`src/rtl/cpu_isa_pkg.sv`:
```
// ISA constants, FSM encoding and control bundle shared by the
// 16-bit CPU control unit and its instruction decoder.
package cpu_isa_pkg;

   localparam int OP_MSB  = 15;
   localparam int OP_LSB  = 12;
   localparam int DA_MSB  = 11;
   localparam int DA_LSB  = 8;
   localparam int AA_MSB  = 7;
   localparam int AA_LSB  = 4;
   localparam int BA_MSB  = 3;
   localparam int BA_LSB  = 0;
   localparam int IMM_MSB = 7;
   localparam int IMM_LSB = 0;

   localparam logic [3:0] OP_LDI  = 4'h8;
   localparam logic [3:0] OP_LD   = 4'h9;
   localparam logic [3:0] OP_ST   = 4'hA;
   localparam logic [3:0] OP_BZ   = 4'hB;
   localparam logic [3:0] OP_BNZ  = 4'hC;
   localparam logic [3:0] OP_JMP  = 4'hD;
   localparam logic [3:0] OP_JAL  = 4'hE;
   localparam logic [3:0] OP_HALT = 4'hF;

   localparam logic [1:0] SOURCE_F         = 2'd0;
   localparam logic [1:0] SOURCE_PC        = 2'd1;
   localparam logic [1:0] SOURCE_RAM       = 2'd2;
   localparam logic [1:0] SOURCE_IMMEDIATE = 2'd3;

   typedef enum logic [2:0] {
      S_FETCH,
      S_DECODE,
      S_EXECUTE,
      S_MEM,
      S_HALTED
   } state_t;

   typedef enum logic [1:0] {
      NS_FETCH,
      NS_MEM,
      NS_HALT
   } next_class_t;

   typedef struct packed {
      logic [2:0] fs;
      logic       mb;
      logic [1:0] rsrc;
      logic       rw;
      logic       mw;
      logic       br_zero;
      logic       br_nonzero;
      logic       jump;
   } ctrl_t;

   function automatic logic is_alu(input logic [3:0] op);
      return !op[3];
   endfunction

endpackage

```
`src/rtl/cpu_instr_decode.sv`:
```
// Combinational control decode from the FSM state and the
// opcode held in the instruction register.
module cpu_instr_decode
   import cpu_isa_pkg::*;
(
   input  state_t      state,
   input  logic [3:0]  op,
   output ctrl_t       ctrl,
   output next_class_t next_class
);

   always_comb begin
      ctrl       = '0;
      next_class = NS_FETCH;
      unique case (state)
         S_EXECUTE: begin
            unique case (1'b1)
               is_alu(op): begin
                  ctrl.fs   = op[2:0];
                  ctrl.rsrc = SOURCE_F;
                  ctrl.rw   = 1'b1;
               end
               (op == OP_LDI): begin
                  ctrl.rsrc = SOURCE_IMMEDIATE;
                  ctrl.rw   = 1'b1;
               end
               (op == OP_LD): begin
                  ctrl.rsrc  = SOURCE_RAM;
                  next_class = NS_MEM;
               end
               (op == OP_ST):
                  ctrl.mw = 1'b1;
               (op == OP_BZ):
                  ctrl.br_zero = 1'b1;
               (op == OP_BNZ):
                  ctrl.br_nonzero = 1'b1;
               (op == OP_JMP):
                  ctrl.jump = 1'b1;
               (op == OP_JAL): begin
                  ctrl.jump = 1'b1;
                  ctrl.rsrc = SOURCE_PC;
                  ctrl.rw   = 1'b1;
               end
               (op == OP_HALT):
                  next_class = NS_HALT;
               default: ;
            endcase
         end
         S_MEM: begin
            ctrl.rsrc = SOURCE_RAM;
            ctrl.rw   = 1'b1;
         end
         default: ;
      endcase
   end

endmodule

```
`src/rtl/cpu_control_unit.sv`:
```
// Multi-cycle control unit: owns PC, IR and the
// fetch/decode/execute/mem FSM for the 16-bit datapath.
module cpu_control_unit
   import cpu_isa_pkg::*;
#(
   parameter int INSTR_WIDTH = 16,
   parameter int PC_WIDTH    = 16,
   parameter int BUS_SIZE    = 16,
   parameter int ADDR_WIDTH  = 4,
   parameter int FS_WIDTH    = 3,
   parameter int RSRC_WIDTH  = 2
) (
   input  logic                   clk,
   input  logic                   reset,
   output logic                   instr_req,
   input  logic                   instr_ack,
   input  logic [INSTR_WIDTH-1:0] instr_data,
   output logic [PC_WIDTH-1:0]    pc,
   input  logic [BUS_SIZE-1:0]    Dout,
   input  logic [BUS_SIZE-1:0]    Aout,
   output logic [ADDR_WIDTH-1:0]  DA,
   output logic [ADDR_WIDTH-1:0]  AA,
   output logic [ADDR_WIDTH-1:0]  BA,
   output logic [FS_WIDTH-1:0]    FS,
   output logic                   MB,
   output logic [RSRC_WIDTH-1:0]  resultSource,
   output logic                   RW,
   output logic                   MW,
   output logic                   halted
);

   state_t                 state;
   logic [INSTR_WIDTH-1:0] ir;
   ctrl_t                  ctrl;
   next_class_t            next_class;
   logic [3:0]             op;
   logic [7:0]             imm;
   logic [PC_WIDTH-1:0]    br_off;
   logic [PC_WIDTH-1:0]    jmp_tgt;
   logic                   dout_zero;
   logic                   taken;

   assign op  = ir[OP_MSB:OP_LSB];
   assign imm = ir[IMM_MSB:IMM_LSB];

   cpu_instr_decode u_dec (
      .state      (state),
      .op         (op),
      .ctrl       (ctrl),
      .next_class (next_class)
   );

   assign DA = ir[DA_MSB:DA_LSB];
   assign AA = ir[AA_MSB:AA_LSB];
   assign BA = ir[BA_MSB:BA_LSB];

   assign FS           = FS_WIDTH'(ctrl.fs);
   assign MB           = ctrl.mb;
   assign resultSource = RSRC_WIDTH'(ctrl.rsrc);

   // Writes are suppressed in the reset cycle itself.
   assign RW = ctrl.rw & ~reset;
   assign MW = ctrl.mw & ~reset;

   assign br_off    = {{(PC_WIDTH-8){imm[7]}}, imm};
   assign jmp_tgt   = PC_WIDTH'(Aout);
   assign dout_zero = (Dout == '0);
   assign taken     = (ctrl.br_zero & dout_zero)
                    | (ctrl.br_nonzero & ~dout_zero);

   always_ff @(posedge clk) begin
      if (reset) begin
         state     <= S_FETCH;
         pc        <= '0;
         ir        <= '0;
         instr_req <= 1'b1;
         halted    <= 1'b0;
      end else begin
         unique case (state)
            S_FETCH: begin
               if (instr_ack) begin
                  ir        <= instr_data;
                  instr_req <= 1'b0;
                  state     <= S_DECODE;
               end
            end
            S_DECODE: begin
               pc    <= pc + PC_WIDTH'(1);
               state <= S_EXECUTE;
            end
            S_EXECUTE: begin
               // pc already points past the branch here
               if (taken)
                  pc <= pc + br_off;
               else if (ctrl.jump)
                  pc <= jmp_tgt;
               unique case (next_class)
                  NS_MEM:
                     state <= S_MEM;
                  NS_HALT: begin
                     state  <= S_HALTED;
                     halted <= 1'b1;
                  end
                  default: begin
                     state     <= S_FETCH;
                     instr_req <= 1'b1;
                  end
               endcase
            end
            S_MEM: begin
               state     <= S_FETCH;
               instr_req <= 1'b1;
            end
            default: ;
         endcase
      end
   end

endmodule

```
`config.mk`:
```
export PLATFORM = sky130hd
export DESIGN_NAME = cpu_control_unit
export DESIGN_NICKNAME = d
export VERILOG_FILES = /design/src/rtl/cpu_isa_pkg.sv /design/src/rtl/cpu_instr_decode.sv /design/src/rtl/cpu_control_unit.sv
export SDC_FILE = /design/constraint.sdc
export NUM_CORES = 1
export LEC_CHECK = 0
export BUFFER_PORTS_ARGS = -buffer_cell sky130_fd_sc_hd__buf_2
export CAP_MARGIN = 0
export CORE_ASPECT_RATIO = 0.6
export CORE_MARGIN = 3
export CORE_UTILIZATION = 40
export CTS_CLUSTER_SIZE = 20
export DETAILED_ROUTE_END_ITERATION = 12
export SYNTH_ARGS = -nofsm -noshare
export SYNTH_HDL_FRONTEND = slang
export SYNTH_HIERARCHICAL = 1
export SYNTH_SLANG_ARGS = --single-unit
export TNS_END_PERCENT = 1
```
`constraint.sdc`:
```
create_clock -name clk -period 2.9 [get_ports clk]
set_input_delay 0.145 -clock clk [delete_from_list [all_inputs] [get_ports clk]]
set_output_delay 0.145 -clock clk [all_outputs]
set_load 0.005 [all_outputs]
```
==> results.md, run 1 <==
- Status: finished clean
- Initial antenna violation count: 0
- Worst Skew: 0.006468 ns
- Largest net degree at the start of global routing: 38
- Fin crit period: 2.535 ns
- Period utilization: 0.8743
- Mapped Area: 3268 um2
- GP Congestion: 0.8610
- Max frequency: 0.3944 GHz
- Area Overhead vs Synth: 18.84%
- DRC: 0
- Global-route wire length before repair: 15730 um
- # resized after CTS: 0
- Mapped Cells: 420
- Grt total ovfl: 0
- Initial cell density of the core: 0.4302
- Most frequent cells in the layout: buf_2 (87), nand2_1 (60), a21oi_1 (43)
- Mux share of post-synthesis cell area: 0.02335
- Setup TNS Final: 0 ns
- Worst path max stage delay: 0.42 ns
- Largest family of logic cells by synthesized area: compound AO/OA/AOI/OAI gates
- Ys flop type: dfxtp_1
- Final Hold Violating Endpoints: 0
- Crit path max-delay family: compound AO/OA/AOI/OAI gates
- Total nets after synthesis: 491
- CP bufs+invs: 0
- Area of the core: 7597 um2
- Worst-path clk slew: 0.06 ns
- Crit path max fanout: 7
- Commonest non-fill, non-tap cell in the layout: buf_2
- XOR/XNOR Fraction of Synth Area: 0.03752
- Die Ht: 76.02 um
- First-pass detailed-route iteration total: 4
- Final Setup Violations: 0
- Worst Tran Pin Value: 0.7087 ns
- Fill count: 741
- Pleak: 0.001623 uW
- CP required: 3.08 ns
- Adder-Cell Fraction of Synth Area: 0.07887
- IO Pins: 89
- N_diodes: 0
- Critical path endpoint category: flip-flop
- Max-slew violations: 0
- Seq cells post-synth: 37
- Gate power share: 0.150
- Clock Sinks: 37
- Die footprint: 9326 um2
- Switching Share: 0.2547
- First DRT Iteration DRCs: 267
- All-layer global routing usage: 0.2097
- CTS Root Cell: clkbuf_16
- Synth cell types: 70
- Slowest CP cell: a311o_1
- CTS tree: done
- Post-Syn Area per Cell: 7.781 um2
- Layout cells sized above 1: 0.2802
- Die Width: 122.7 um
- Vias: 3388
- Final setup margin: 0.3646 ns
- CTS Buffer Depth: 2
- Unrepaired setup endpoints after global routing: false
- H-tree levels: 2
- DR WL/cell: 16.62 um
- Num CTS Buffers: 5
- Vias in the first global route: 3044
- Drt via density: 5.713
- Final wirelength: 9854 um
- Pwr Density: 386.1 nW/um2
- Ys async rst share: 0
- Compound-Gate Fraction of Synth Area: 0.2871
- HP Class: in2reg
- Post-route ant nets: 0
- WS Path Type: reg2reg
- Worst rel slew slack: 0.5261
- Clk_lat worst skew: 0.29 ns
- Crit path DAT: 2.72 ns
- Hold Buf Count CTS: 0
- Sequential Power Share: 0.371
- Ys Warns: 6
- Psw: 382.0 uW
- Clock network fraction of total power: 0.479
- Synth Area in Simple Gates: 0.2600
- Detailed Place HPWL: 7621 um
- VDD IR max: 0.0002235 V
- Seq/Total Area, Yosys: 0.2266
- Postcts setup bufs: 0
- Max Cap Viol: 0
- Post-synth EDFFs: 0
- Final Power: 1500 uW
- Kind of start point of the critical path: flip-flop
- I/O Buffers: 87
- DP Worst Slack: 0.4103 ns
- CP cell instances: ha_1 -> fa_1 -> a21o_1 -> a311o_1 -> a211oi_2 -> xor2_1 -> nor3_1 -> o221a_2
- Internal cell power: 1118 uW
- # rows: 24
- Layout Nets: 559
-- worst register-to-register path, stage by stage, from the launching register on --
cell	delay, ns
dfxtp_1	0.37
ha_1	0.26
fa_1	0.40
a21o_1	0.22
a311o_1	0.42
a211oi_2	0.29
xor2_1	0.16
nor3_1	0.06
o221a_2	0.24
-- metrics by stage --
step,instance area [um2],hold WS [ns],utilization,instances
floorplan,3268,0.2810,-,420
global placement,3694,0.3867,0.4862,585
detailed placement,3694,0.3911,0.4862,585
CTS,3884,0.08838,0.5112,593
global route,3884,0.1020,0.5112,593
finish,3884,0.09395,0.5112,593
-- layout make-up --
class | instances | area (um2) | share of cell area
multi-input cells | 332 | 2248 | 0.5789
clock buffers | 5 | 125.1 | 0.03222
repair buffers | 99 | 525.5 | 0.1353
clock inverters | 3 | 65.06 | 0.01675
inverters | 13 | 48.80 | 0.01256
flip-flops and latches | 37 | 740.7 | 0.1907
well taps | 104 | 130.1 | 0.03351
-- kinds of logic after synthesis --
logic type,count (synthesis)
AND/OR/NAND/NOR,153
AO/OA/AOI/OAI,137
buffers and inverters,51
flip-flops,37
adder cells (fa/ha/maj),20
XOR/XNOR,14
multiplexers,7
other,1
-- flip-flops by register name (all words and copies together) (netlist names) --
register,cells
pc,16
ir,16
instr_req,1
halted,1
state,3
-- final timing paths --
check	start	end	slack (ns)	cells after the start
setup / recovery	pc[0]	pc[10]	0.36	8
hold reg to reg	ir[10]	ir[10]	0.45	2
setup reg to reg	pc[0]	pc[10]	0.36	8
hold / removal	instr_data[8]	ir[8]	0.09	3
-- per-layer routing --
layer | part of all wire | GRT usage | routed length (um) | vias to the layer above
met1 | 0.49 | 0.3285 | 4868 | 1547
met3 | 0.12 | 0.06825 | 1173 | 14
met4 | 0.017 | 0.05251 | 166 | 0
li1 | - | - | - | 1667
met2 | 0.37 | 0.2670 | 3646 | 160
met5 | 0 | 0 | 0 | -
-- cells in the mapped netlist, types with 5 or more instances --
master	n	area share
dfxtp_1	37	0.23
buf_4	13	0.030
nor2_1	22	0.025
o21a_1	5	0.011
and3_1	7	0.013
a21o_1	7	0.016
a21oi_1	43	0.066
o211ai_1	8	0.018
nor2b_1	5	0.0096
nor3_1	11	0.017
mux2_2	5	0.017
clkbuf_1	12	0.014
inv_1	13	0.015
nand3_1	10	0.015
o22ai_1	5	0.0096
ha_1	19	0.073
xor2_1	7	0.019
buf_2	6	0.0092
o21ai_0	25	0.038
nand2_1	60	0.069
xnor2_1	7	0.019
nor3b_1	5	0.011
a31oi_1	12	0.023
-- power by group through the flow --
stage / clock network (uW) / registers [uW] / logic (uW)
CTS: 729 / 556 / 225
global route: 749 / 559 / 253
floorplan: 0 / 559 / 151
finish: 718 / 556 / 225
global placement: 0 / 566 / 224
detailed placement: 0 / 567 / 224
(Power assumes the default switching activity.)
==> inputs of run 2 (changes only) <==
ABC_AREA = 1   (was default)
==> run 2 against run 1 <==
Effect of this change:
- synthesized area is 5.7% higher
- register-to-register slack worse by 0.02 ns
- clock-buffer cell count is 1 higher
- first-iteration DRC count is 16% higher
- clock skew is 0.0015 ns lower
- final cell count is 31% higher
==> results.md, run 2 <==
- Internal cell power: 1128 uW
- Area of the multi-input gates: 2211 um2
- Post-synth EDFFs: 0
- Switching Share: 0.3769
- Fin crit period: 2.553 ns
- Max-slew violations: 0
- First DRT Iteration DRCs: 309
- Setup TNS Final: 0 ns
- Hold Buf Count CTS: 0
- Crit path max fanout: 16
- Worst path max stage delay: 0.42 ns
- Hold Startpoint: instr_data[11]
- Max Cap Viol: 0
- Sink of the worst hold path: ir[11]
- Post-route ant nets: 0
- Num CTS Buffers: 5
- CP bufs+invs: 3
- Clock Sinks: 37
- Worst Tran Pin Value: 0.6701 ns
- N_diodes: 0
- Largest registers: ir: 16 flops, pc: 16 flops, state: 3 flops
- Die Ht: 77.97 um
- Detailed Place HPWL: 8415 um
- Gate power share: 0.331
- GP Congestion: 0.9088
- Layout cells sized above 1: 0.1654
- Status: finished clean
- Top cells by area, synth: dfxtp_1 (21%), nand2_1 (21%), inv_1 (8.8%)
- Postcts setup bufs: 0
- Psw: 681.9 uW
- Ys Warns: 6
- Sequential Power Share: 0.378
- Die footprint: 9821 um2
- Crit path DAT: 2.73 ns
- Unrepaired setup endpoints after global routing: false
- Vias in the first global route: 3380
- Critical path endpoint category: flip-flop
- Mapped Cells: 602
- CP cell instances: inv_2 -> nor2_4 -> inv_1 -> nor3_1 -> nand3_1 -> nand3_1 -> nand2_1 -> nand2_2 -> inv_1 -> nor2_1 -> nor2_1
- CTS Root Cell: clkbuf_16
- DRC: 0
- Area of the core: 8133 um2
- H-tree levels: 2
- Worst R2R Start: ir[15]
- Post-Syn Area per Cell: 5.736 um2
- Clock network fraction of total power: 0.291
- CTS Buffer Depth: 2
- Global-route wire length before repair: 16940 um
- CP Depth: 11
- Vias: 3882
- Pwr Density: 454.2 nW/um2
- Grt total ovfl: 0
- Commonest non-fill, non-tap cell in the layout: nand2_1
- IO Pins: 89
- Drt via density: 4.983
- HP Class: in2reg
- Worst rel slew slack: 0.5498
- Initial cell density of the core: 0.4246
- Final Hold Violating Endpoints: 0
- CTS tree: done
- Reg-to-Reg End: pc[1]
- Period utilization: 0.8804
- Max frequency: 0.3917 GHz
- Cells on worst reg2reg path: 11
- Seq cells post-synth: 37
- DR WL/cell: 13.46 um
- First-pass detailed-route iteration total: 5
- Most frequent cells in the layout: nand2_1 (194), buf_2 (87), inv_1 (81)
- Kind of start point of the critical path: flip-flop
- Seq/Total Area, Yosys: 0.2145
- Largest net degree at the start of global routing: 31
- Layout Nets: 741
- Crit path max-delay family: simple AND/OR/NAND/NOR gates
- Final Setup Violations: 0
- Ys flop type: dfxtp_1
- I/O Buffers: 87
- Clk_lat worst skew: 0.29 ns
- Initial antenna violation count: 0
- Final setup margin: 0.3469 ns
- DP Worst Slack: 0.4455 ns
- Area share of the largest cell type after synthesis: 0.2145
- Total nets after synthesis: 673
- # resized after CTS: 0
- Synth cell count leaders: nand2_1 (194), inv_1 (81), nor2_1 (67)
- Ys async rst share: 0
- CP required: 3.08 ns
- Worst Hold Path Cells: 3
- Fill count: 903
- Pleak: 0.002059 uW
- # rows: 25
- Area Overhead vs Synth: 15.36%
- Final wirelength: 10480 um
- All-layer global routing usage: 0.2144
- Post-synth top area cell: dfxtp_1
- WS Path Type: reg2reg
- Slowest CP cell: dfxtp_1
- Most numerous cell in the Yosys netlist: nand2_1
- Synth cell types: 32
- Register area: 740.7 um2
- Die Width: 126.0 um
- Register-to-register setup slack: 0.35 ns
- VDD IR max: 0.0002858 V
- Worst-path clk slew: 0.06 ns
- Worst Skew: 0.004963 ns
- Mapped Area: 3453 um2
==> run 2: layout make-up <==
| type | count | share of cell area |
|---|---|---|
| multi-input cells | 455 | 0.5550 |
| flip-flops and latches | 37 | 0.1859 |
| repair buffers | 89 | 0.1131 |
| inverters | 82 | 0.07726 |
| well taps | 108 | 0.03392 |
| clock buffers | 6 | 0.03235 |
| clock inverters | 2 | 0.002513 |
==> run 2: metal layers <==
metal / track usage / up-vias / routed length (um)
li1: - / 2036 / -
met1: 0.3393 / 1708 / 5508
met2: 0.2996 / 129 / 4054
met3: 0.03989 / 9 / 853
met4: 0.03319 / 0 / 68
met5: 0 / - / 0
==> run 2: how the worst max path moves through the flow <==
stage,start,to,slack (ns)
6_report,ir[15],pc[1],0.35
5_1_grt,ir[15],pc[1],0.15
4_1_cts,ir[15],pc[1],0.42
3_5_place_dp,ir[15],pc[1],0.45
3_3_place_gp,state[1],pc[5],0.56
2_1_floorplan,pc[0],pc[8],1.08
==> run 2: cells by family (layout without fill, tap and decap cells) <==
| logic type | after synthesis | count (layout) | synth area share |
|---|---|---|---|
| buffers and inverters | 110 | 179 | 0.1453 |
| other | 1 | 1 | 0.001086 |
| adder cells (fa/ha/maj) | 20 | 20 | 0.07464 |
| XOR/XNOR | 6 | 6 | 0.01522 |
| AO/OA/AOI/OAI | 76 | 76 | 0.1127 |
| AND/OR/NAND/NOR | 352 | 352 | 0.4366 |
| flip-flops | 37 | 37 | 0.2145 |
==> run 2: power groups by stage <==
| stage | clock (uW) | sequential, uW | combinational (uW) |
|---|---|---|---|
| after CTS | 539 | 680 | 596 |
| after global routing | 559 | 694 | 686 |
| after global placement | 0 | 688 | 586 |
| after detailed placement | 0 | 691 | 591 |
| final | 527 | 684 | 598 |
| after floorplan | 0 | 650 | 430 |
==> run 2: worst min-delay path, cell delays in order <==
cell and delay (ns):
buf_2 0.09, nand2_1 0.05, a21oi_1 0.05
==> run 2: per-stage QoR <==
stage	cells	utilization	hold slack, ns	power (uW)	area (um2)
final	779	0.4898	0.1067	1809	3984
after global routing	779	0.4898	0.1207	1939	3984
after CTS	779	0.4898	0.1027	1816	3984
after detailed placement	771	0.4728	0.3999	1282	3845
after global placement	771	0.4728	0.3959	1274	3845
after floorplan	602	-	0.2237	1080	3453
==> inputs of run 3 (changes only) <==
SYNTH_HIERARCHICAL = default   (was 1)
==> run 3 against run 2 <==
Effect of this change:
- utilization up 1.9 points
- design area down 2.9%
- via count down 6.0%
- non-clock buffer count up 3
- die area down 4.5%
- critical endpoint is now pc[7]
==> results.md, run 3 <==
- Status: finished clean
- First-pass detailed-route iteration total: 5
- Mapped Cells: 578
- Area Overhead vs Synth: 17.66%
- Worst path max stage delay: 0.43 ns
- Worst R2R Start: state[2]
- Crit path max-delay family: simple AND/OR/NAND/NOR gates
- Postcts setup bufs: 0
- Hold Buf Count CTS: 0
- I/O Buffers: 87
- Seq/Total Area, Yosys: 0.2253
- Clock Sinks: 37
- Fin crit period: 2.218 ns
- Pwr Density: 453.5 nW/um2
- Mapped Area: 3288 um2
- VDD IR max: 0.0002070 V
- Synth cell count leaders: nand2_1 (214), inv_1 (73), nor2_1 (55)
- DRC: 0
- Worst Skew: 0.005152 ns
- Setup crit start: state[2]
- Max Cap Viol: 0
- Post-route ant nets: 0
- CP required: 3.07 ns
- Register area: 740.7 um2
- Die Width: 123.1 um
- Initial cell density of the core: 0.4328
- Top cells by area, synth: nand2_1 (24%), dfxtp_1 (23%), inv_1 (8.3%)
- Final Setup Violations: 0
- CP bufs+invs: 2
- Ys flop type: dfxtp_1
- # resized after CTS: 0
- Initial antenna violation count: 0
- Synth cell types: 31
- CTS Root Cell: clkbuf_16
- CTS Buffer Depth: 2
- Area share of the largest cell type after synthesis: 0.2443
- Unrepaired setup endpoints after global routing: false
- First DRT Iteration DRCs: 300
- Worst rel slew slack: 0.5434
- Commonest non-fill, non-tap cell in the layout: nand2_1
- Total nets after synthesis: 648
- Largest net degree at the start of global routing: 25
- Max-slew violations: 0
- Layout Nets: 718
- Area of the multi-input gates: 2067 um2
- Vias: 3649
- CP cell instances: inv_2 -> nand2_2 -> nor2_4 -> nand2_1 -> nand3_1 -> nand2_2 -> nand2_2 -> inv_2 -> nor2_1 -> a21oi_1
- Period utilization: 0.7648
- Most frequent cells in the layout: nand2_1 (214), buf_2 (87), inv_1 (73)
- Post-synth EDFFs: 0
- Slowest CP cell: nand2_2
- Ys Warns: 0
- Layout cells sized above 1: 0.1726
- Final wirelength: 10140 um
- Post-Syn Area per Cell: 5.689 um2
- IO Pins: 89
- Vias in the first global route: 3236
- Critical path endpoint category: flip-flop
- Kind of start point of the critical path: flip-flop
- H-tree levels: 2
- Max frequency: 0.4509 GHz
- DR WL/cell: 13.47 um
- Largest registers: ir: 16 flops, pc: 16 flops, state: 3 flops
- Setup TNS Final: 0 ns
- # rows: 24
- Grt total ovfl: 0
- Area of the core: 7597 um2
- Placed insts: 745
- Die footprint: 9380 um2
- CTS tree: done
- Crit path max fanout: 24
- Pleak: 0.002099 uW
- HP Class: in2reg
- WS Path Type: reg2reg
- Ys async rst share: 0
- GP Congestion: 0.8455
- Worst-path clk slew: 0.06 ns
- Crit path DAT: 2.39 ns
- Clk_lat worst skew: 0.28 ns
- Most numerous cell in the Yosys netlist: nand2_1
- Worst Tran Pin Value: 0.6842 ns
- Final Hold Violating Endpoints: 0
- Global-route wire length before repair: 16480 um
- Drt via density: 4.846
- Post-synth top area cell: nand2_1
- Seq cells post-synth: 37
- Detailed Place HPWL: 8175 um
- Finished Layout Cells: 753
- Die Ht: 76.23 um
- Cell mode on critical path: nand2_2
- Hold Startpoint: instr_data[10]
- Fill count: 853
- N_diodes: 0
- Num CTS Buffers: 5
- All-layer global routing usage: 0.2191
[run 3: worst register-to-register path: cells and delay by family, from the launching register on]
| family | cells | cell delay [ns] |
|---|---|---|
| buffers and inverters | 2 | 0.25 |
| AO/OA/AOI/OAI | 1 | 0.08 |
| AND/OR/NAND/NOR | 7 | 1.44 |
| flip-flops | 1 | 0.34 |
[run 3: cell type report]
| class | instances | share of cell area |
|---|---|---|
| clock buffer | 7 | 0.03687 |
| inverter | 76 | 0.07374 |
| timing repair buffer | 92 | 0.1223 |
| tap | 104 | 0.03364 |
| clock inverter | 1 | 0.007762 |
| sequential | 37 | 0.1915 |
| multi-input combinational | 436 | 0.5343 |
[run 3: cell families after synthesis]
kind of cell | share of synthesized area
AND/OR/NAND/NOR | 0.4037
buffers and inverters | 0.1461
AO/OA/AOI/OAI | 0.1305
flip-flops | 0.2253
adder cells (fa/ha/maj) | 0.07458
XOR/XNOR | 0.01865
other | 0.001140
[run 3: worst paths after layout]
path / cells after the start / to / slack [ns]
setup reg to reg: 10 / pc[7] / 0.68
setup / recovery: 10 / pc[7] / 0.68
hold reg to reg: 2 / ir[11] / 0.46
hold / removal: 3 / ir[10] / 0.11
[run 3: routing by layer]
| layer | track usage | part of all wire | up-vias |
|---|---|---|---|
| met5 | 0 | 0 | - |
| met4 | 0.02652 | 0.0057 | 0 |
| met3 | 0.06231 | 0.073 | 5 |
| met2 | 0.2883 | 0.38 | 101 |
| met1 | 0.3525 | 0.54 | 1614 |
| li1 | - | - | 1929 |
[run 3: stage by stage]
| stage | area [um2] | power [uW] | worst slack [ns] | hold WS [ns] | utilization |
|---|---|---|---|---|---|
| 2_1_floorplan | 3288 | 943.3 | 1.054 | 0.2880 | - |
| 3_3_place_gp | 3696 | 1115 | 0.7959 | 0.3961 | 0.4865 |
| 3_5_place_dp | 3696 | 1113 | 0.7294 | 0.4015 | 0.4865 |
| 4_1_cts | 3869 | 1759 | 0.6939 | 0.1034 | 0.5092 |
| 5_1_grt | 3869 | 1865 | 0.4311 | 0.1123 | 0.5092 |
| 6_report | 3869 | 1754 | 0.6821 | 0.1085 | 0.5092 |
[run 3: power by group]
group          internal, uW  switching (uW)
registers               558            78.9
clock network           430             211
logic                   186             291
